`config.mk`:
```
export PLATFORM = sky130hd
export DESIGN_NAME = sockit_spi_fifo
export DESIGN_NICKNAME = d
export VERILOG_FILES = /design/src/rtl/sockit_spi_pkg.sv /design/src/rtl/sockit_spi_fifo_mem.sv /design/src/rtl/sockit_spi_fifo.sv
export SDC_FILE = /design/constraint.sdc
export NUM_CORES = 1
export LEC_CHECK = 0
export ABC_CLOCK_PERIOD_IN_PS = 6700
export BUFFER_PORTS_ARGS = -buffer_cell sky130_fd_sc_hd__buf_2
export CAP_MARGIN = 20
export CORE_MARGIN = 4
export CORE_UTILIZATION = 61
export DETAILED_ROUTE_END_ITERATION = 10
export GPL_ROUTABILITY_DRIVEN = 0
export PLACE_DENSITY_LB_ADDON = 0.1
export SYNTH_ARGS = -nofsm -noshare
export SYNTH_HDL_FRONTEND = slang
export SYNTH_SLANG_ARGS = --single-unit
```
`constraint.sdc`:
```
create_clock -name clk -period 6.7 [get_ports clk]
set_input_delay 1.34 -clock clk [delete_from_list [all_inputs] [get_ports clk]]
set_output_delay 1.34 -clock clk [all_outputs]
set_load 0.03 [all_outputs]
```
`src/rtl/sockit_spi_pkg.sv`:
```
// Shared constants and types for the SPI datapath blocks.
package sockit_spi_pkg;

  localparam int unsigned SPI_DW         = 32;
  localparam int unsigned SPI_FIFO_DEPTH = 4;

  // Occupancy count for the default-depth FIFO (0..SPI_FIFO_DEPTH inclusive).
  typedef logic [$clog2(SPI_FIFO_DEPTH):0] spi_fifo_cnt_t;

endpackage

```
`src/rtl/sockit_spi_fifo_mem.sv`:
```
// DEPTH x DW register array: one synchronous write port, one asynchronous read port.
module sockit_spi_fifo_mem
  import sockit_spi_pkg::*;
#(
  parameter int unsigned DW    = SPI_DW,
  parameter int unsigned DEPTH = SPI_FIFO_DEPTH,
  localparam int unsigned AW   = $clog2(DEPTH)
) (
  input  logic          clk,
  input  logic          we,
  input  logic [AW-1:0] waddr,
  input  logic [DW-1:0] wdat,
  input  logic [AW-1:0] raddr,
  output logic [DW-1:0] rdat
);

  // Storage is intentionally not reset; contents are qualified by the pointers.
  logic [DW-1:0] mem [DEPTH];

  always_ff @(posedge clk) begin
    if (we) mem[waddr] <= wdat;
  end

  assign rdat = mem[raddr];

endmodule

```
`src/rtl/sockit_spi_fifo.sv`:
```
// Synchronous vld/rdy decoupling FIFO for the SPI datapath.
// Define SOCKIT_SPI_FIFO_BYPASS_EN for a zero-latency pass-through when empty.
module sockit_spi_fifo
  import sockit_spi_pkg::*;
#(
  parameter int unsigned DW    = SPI_DW,
  parameter int unsigned DEPTH = SPI_FIFO_DEPTH,
  localparam int unsigned CW   = $clog2(DEPTH) + 1
) (
  input  logic          clk,
  input  logic          rst,
  input  logic          clr,
  input  logic          in_vld,
  input  logic [DW-1:0] in_dat,
  output logic          in_rdy,
  output logic          out_vld,
  output logic [DW-1:0] out_dat,
  input  logic          out_rdy,
  output logic [CW-1:0] cnt
);

  localparam int unsigned AW = CW - 1;

  logic [CW-1:0] wp;
  logic [CW-1:0] rp;
  logic          ena;
  logic          empty;
  logic          full;
  logic          wr_en;
  logic          rd_en;
  logic [DW-1:0] mem_dat;

  // Pointers carry an extra wrap bit so full and empty are distinguishable.
  assign empty  = (wp == rp);
  assign full   = (wp[AW-1:0] == rp[AW-1:0]) && (wp[AW] != rp[AW]);
  assign in_rdy = ena & ~full;
  assign cnt    = wp - rp;
  assign rd_en  = ~empty & out_rdy & ~clr;

`ifdef SOCKIT_SPI_FIFO_BYPASS_EN
  logic byp;

  // An empty FIFO forwards the incoming word; it is only stored if not taken.
  assign byp     = empty & in_vld & ena & ~clr;
  assign out_vld = ~empty | byp;
  assign out_dat = byp ? in_dat : mem_dat;
  assign wr_en   = in_vld & in_rdy & ~clr & ~(byp & out_rdy);
`else
  assign out_vld = ~empty;
  assign out_dat = mem_dat;
  assign wr_en   = in_vld & in_rdy & ~clr;
`endif

  // ena holds off transfers until the first edge after reset release.
  always_ff @(posedge clk or negedge rst) begin
    if (!rst) begin
      wp  <= '0;
      rp  <= '0;
      ena <= 1'b0;
    end else begin
      ena <= 1'b1;
      if (clr) begin
        wp <= '0;
        rp <= '0;
      end else begin
        if (wr_en) wp <= wp + CW'(1);
        if (rd_en) rp <= rp + CW'(1);
      end
    end
  end

  sockit_spi_fifo_mem #(
    .DW    (DW),
    .DEPTH (DEPTH)
  ) u_mem (
    .clk   (clk),
    .we    (wr_en),
    .waddr (wp[AW-1:0]),
    .wdat  (in_dat),
    .raddr (rp[AW-1:0]),
    .rdat  (mem_dat)
  );

endmodule
```
# --- Word level (Yosys, flattened, before mapping) ---
# Memory sizes are Yosys's and may differ from the RTL's.
# Cells that the tools add are included.
# Widths: inputs -> output; s select.
word_totals:
  inputBits: 37
  ram_bits: 128
  output_inout_bits: 37
  latch_bits: 0
  register_bits: 7
  mem_bits_ro: 0
  mem_count: 1
memory_table:
  columns: ["name", "words", "word_bits", "read_ports", "rd_clocked_by_memory_dff", "write_ports", "line", "text"]
  rows:
  - ["u_mem.mem", 4, 32, 1, 0, 1, "sockit_spi_fifo_mem.sv:18", "logic [DW-1:0] mem [DEPTH];"]
op_classes:
  div: 0
  shift: 0
  addsub: 3
  order_cmp: 0
  bitwise_logic: 8
  n_mux: 6
  n_eq_ne: 3
  multipliers: 0
  reduce_logical: 3
op_table:
  columns: ["cell", "count"]
  rows:
  - ["$mux 3", 4]
  - ["$add 3x1->3 const B", 2]
  - ["$and 1x1->1", 5]
  - ["$reduce_bool 2->1", 2]
  - ["$eq 3x3->1", 1]
  - ["$not 1->1", 3]
  - ["$sub 3x3->3", 1]
  - ["$eq 2x2->1", 1]
  - ["$mux 1", 2]
  - ["$logic_and 1x1->1", 1]
  - ["$ne 1x1->1", 1]

# --- Logic depth before layout (Yosys ltp) ---
logic_depth:
  word_depth: 8
  ltp_mapped: 7
  ltp_nobuf: 5

# --- Hierarchy ---
# A second synthesis with hierarchy kept.
unflattened:
  hier_cells: 221
  hier_area_um2: 5172.5
modules_own_cells:
  columns: ["mod", "area_each_um2", "n_inst", "seq_area_each_um2", "cells_per_inst"]
  rows:
  - ["sockit_spi_fifo_mem", 4689.5, 1, 3843.7, 171]
  - ["sockit_spi_fifo", 483.0, 1, 175.2, 50]

# --- Worst setup path before layout ---
# Ideal clock, no wire load.
synth_timing:
  path_type: "register to output"
  start: "register rp[1]"
  end: "output port in_rdy"
  stages_incl_launch_ff: 7
  path_slack_ns: 3.338
  arrival_ns: 2.022
  path_cell_list: "dfrtp_1 > buf_2 > buf_2 > inv_1 > ha_1 > and2_1 > a21boi_0"
synth_via:
  elab_chain_len: 4
synth_rtl:
  columns: ["item", "line", "text"]
  rows:
  - ["start, declared", "sockit_spi_fifo.sv:25", "logic [CW-1:0] rp;"]
  - ["start signal, assigned", "sockit_spi_fifo.sv:67", "if (rd_en) rp <= rp + CW'(1);"]
  - ["$eq 2x2->1", "sockit_spi_fifo.sv:35", "assign full = (wp[AW-1:0] == rp[AW-1:0]) && (wp[AW] != rp[AW]);"]
  - ["$logic_and 1x1->1", "sockit_spi_fifo.sv:35", null]
  - ["$not 1->1", "sockit_spi_fifo.sv:36", "assign in_rdy = ena & ~full;"]
  - ["$and 1x1->1", "sockit_spi_fifo.sv:36", null]
  - ["end, declared", "sockit_spi_fifo.sv:15", "output logic in_rdy,"]
# Every way passes these cells.

# --- Worst setup path after layout ---
# Ends and elaborated chain as after synthesis.

==> flow_metrics.tcl <==
set metrics [dict create \
    synth_seq_area_share_pct 77.8 \
    num_vias 2412 \
    cts_root_buf "clkbuf_8" \
    route.detailed.drc 0 \
    worst_path_max_delay_cell "dfrtp_2" \
    vdd_ir_drop_max_mv 0.207 \
    layout_common_cells "edfxtp_1, buf_2, mux4_2" \
    cp.arrival_ns 2.54 \
    cts.clk_slew.worst_paths_ns 0.06 \
    ant_nets 0 \
    netlist_instances 226 \
    coreArea_um2 8220 \
    grt_pass1_wl_um 13900 \
    ys_top_cells_by_area "edfxtp_1, mux4_2, dfrtp_1, ha_1, inv_1" \
    drive_gt1_share_pct 45.8 \
    dieWidth_um 100 \
    multi_input_area_um2 1080 \
    rsz0062_at_grt "no" \
    yosysTopAreaCell "edfxtp_1" \
    critical_path_buf_inv_count 2 \
    firstDrtPassIters 4 \
    wl_met3_um 401 \
    final_hold_viol_count 0 \
    yosysTopAreaCellShare_pct 74.4 \
    highest_layer "met4" \
    instances_no_fill 426 \
    fp.dieH_um 100 \
    wirelength_um 8610 \
    insertion_delay_ns 0.50 \
    syn_nets 271 \
    min_path_type "reg2reg" \
    grt_overflow 0 \
    p_total_mw 2.20 \
    area_growth_pct 20.4 \
    viasPerCell 5.66 \
    fin_area_um2 6220 \
    dr.first_iter.drc_count 149 \
    clock_sinks 135 \
    drv_slew 0 \
    io_pins 74 \
    htreeDepth 4 \
    fp-row-count 33 \
    drv_cap 0 \
    ff_latch_area_um2 4020 \
    powerDensity_nw_per_um2 354 \
    placed_cell_area_um2 5630 \
    initial_core_util_pct 62.9 \
    cts-buffers-inserted 17 \
    grt_pass1_vias 2607 \
    gr-usage-all-layers_pct 19.2 \
    cts_tree "done" \
    p_leak_nw 2.19 \
    endpoint_kind "output port" \
    setup_tns_ns 0 \
    synth_area_um2 5170 \
    fin_crit_ns 3.88 \
    max_stage_delay_ns 0.95 \
    grt_antenna_before_repair 0 \
    port_buffers 73 \
    place_inst 396 \
    ys_ff_latch 135 \
    avgSynthCellArea_um2 22.9 \
    n_fill_cell 455 \
    synth_cell_types 29 \
    period_share_pct 57.9 \
    yosysWarnings 0 \
    worst_slack_ns 2.82 \
    grt_start_max_net_pins 36 \
    clock_path_buffers 2 \
    finClkSkew_ns 0.00903 \
    die_area_um2 10000 \
    m1WireLength_um 3640 \
    max_freq_mhz 258 \
    tightest_slew_ns 0.882 \
    max-slew-margin-rel_pct 41.2 \
    crit_family "flip-flops" \
    drt-wirelength-per-cell_um 20.2 \
    nNetsFinal 355 \
    crit_required_ns 5.36 \
    critPathKind "reg2out" \
    place_ws_ns 3.29 \
    setup_viol 0 \
    worstSetupStartpointType "flip-flop" \
    antennaDiodeCount 0 \
    postCtsSetupBuffers 0 \
    hold_buffers 0 \
    cp_max_fo 35 \
    post_cts_resized 0 \
    wl_met2_um 4500 \
    crit_chain "inv_1 > ha_1 > and2_1 > a21boi_0 > buf_2" \
    status "completed" \
    layout_commonest_cell "edfxtp_1" \
    dp_hpwl_um 5040 \
]
power breakdown:
group          leakage [nW]  switching [mW]  internal [mW]  total (mW)
Combinational         0.656           0.197          0.128       0.325
Clock                 0.286           0.321          0.598       0.919
Sequential             1.25          0.0195          0.941       0.961
Total                  2.19           0.537           1.67        2.20
path summary, 6_finish.rpt:
kind                                    from                         end  slack, ns  cells past startpoint
setup / recovery           rp[1]$_DFFE_PN0P_                      in_rdy       2.82                      5
hold / removal             wp[1]$_DFFE_PN0P_           wp[1]$_DFFE_PN0P_       0.62                      2
max in group asynchronous                rst           rp[1]$_DFFE_PN0P_       5.85                      1
min in group asynchronous                rst           wp[2]$_DFFE_PN0P_       0.67                      1
setup reg to reg           rp[1]$_DFFE_PN0P_  u_mem.mem[0][30]$_DFFE_PP_       3.53                      5
hold reg to reg            wp[1]$_DFFE_PN0P_           wp[1]$_DFFE_PN0P_       0.62                      2
stage by stage:
stage / util, % / hold slack, ns
6_report: 75.7 / 0.620
5_1_grt: 75.7 / 0.644
4_1_cts: 75.7 / 0.624
3_5_place_dp: 68.5 / 0.616
3_3_place_gp: 68.5 / 0.609
2_1_floorplan: - / 0.568
cells in the mapped netlist:
library cell / instances
edfxtp_1: 128
mux4_2: 32
dfrtp_1: 7
ha_1: 7
inv_1: 7
nand2_1: 5
nor2_1: 5
and3_1: 4
buf_2: 4
buf_4: 3
clkbuf_1: 2
mux2_2: 2
nor2b_1: 2
o2111ai_1: 2
xnor2_1: 2
a211o_1: 1
a21boi_0: 1
a21boi_1: 1
a21oi_1: 1
a21oi_2: 1
and2_1: 1
conb_1: 1
fa_1: 1
mux2_4: 1
mux2i_1: 1
nand3_1: 1
o311ai_0: 1
o31ai_1: 1
xor2_2: 1
logic make-up after synthesis:
logic type | after synthesis | synth area share [%]
flops | 135 | 77.8
mux | 36 | 14.9
simple gates | 18 | 1.67
buf+inv | 16 | 1.48
compound gates | 9 | 1.38
fa+ha+maj | 8 | 2.08
xor+xnor | 3 | 0.654
other cells | 1 | 0.0726
worst reg2reg max path, delay by kind of cell (launching register included):
family | cells | cell delay [ns]
AO/OA/AOI/OAI | 1 | 0.32
adder cells (fa/ha/maj) | 1 | 0.34
buffers and inverters | 1 | 0.15
flip-flops | 1 | 0.95
AND/OR/NAND/NOR | 2 | 1.01
state kept, by name, summed over array words and instances, names as in the netlist:
| signal | cells |
|---|---|
| u_mem.mem | 128 |
| rp | 3 |
| ena | 1 |
| wp | 3 |
routing by layer:
metal	track usage, %	up-vias
li1	-	1102
met1	25.3	1237
met2	31.1	66
met3	5.63	7
met4	6.84	0
met5	0	-
layout make-up:
class / count / area share, %
clock inverter: 13 / 2.90
inverter: 7 / 0.422
timing repair buffer: 74 / 5.99
clock buffer: 17 / 6.66
sequential: 135 / 64.6
tap: 105 / 2.11
multi-input combinational: 75 / 17.3
No activity file was read; power rests on OpenSTA's default activity.
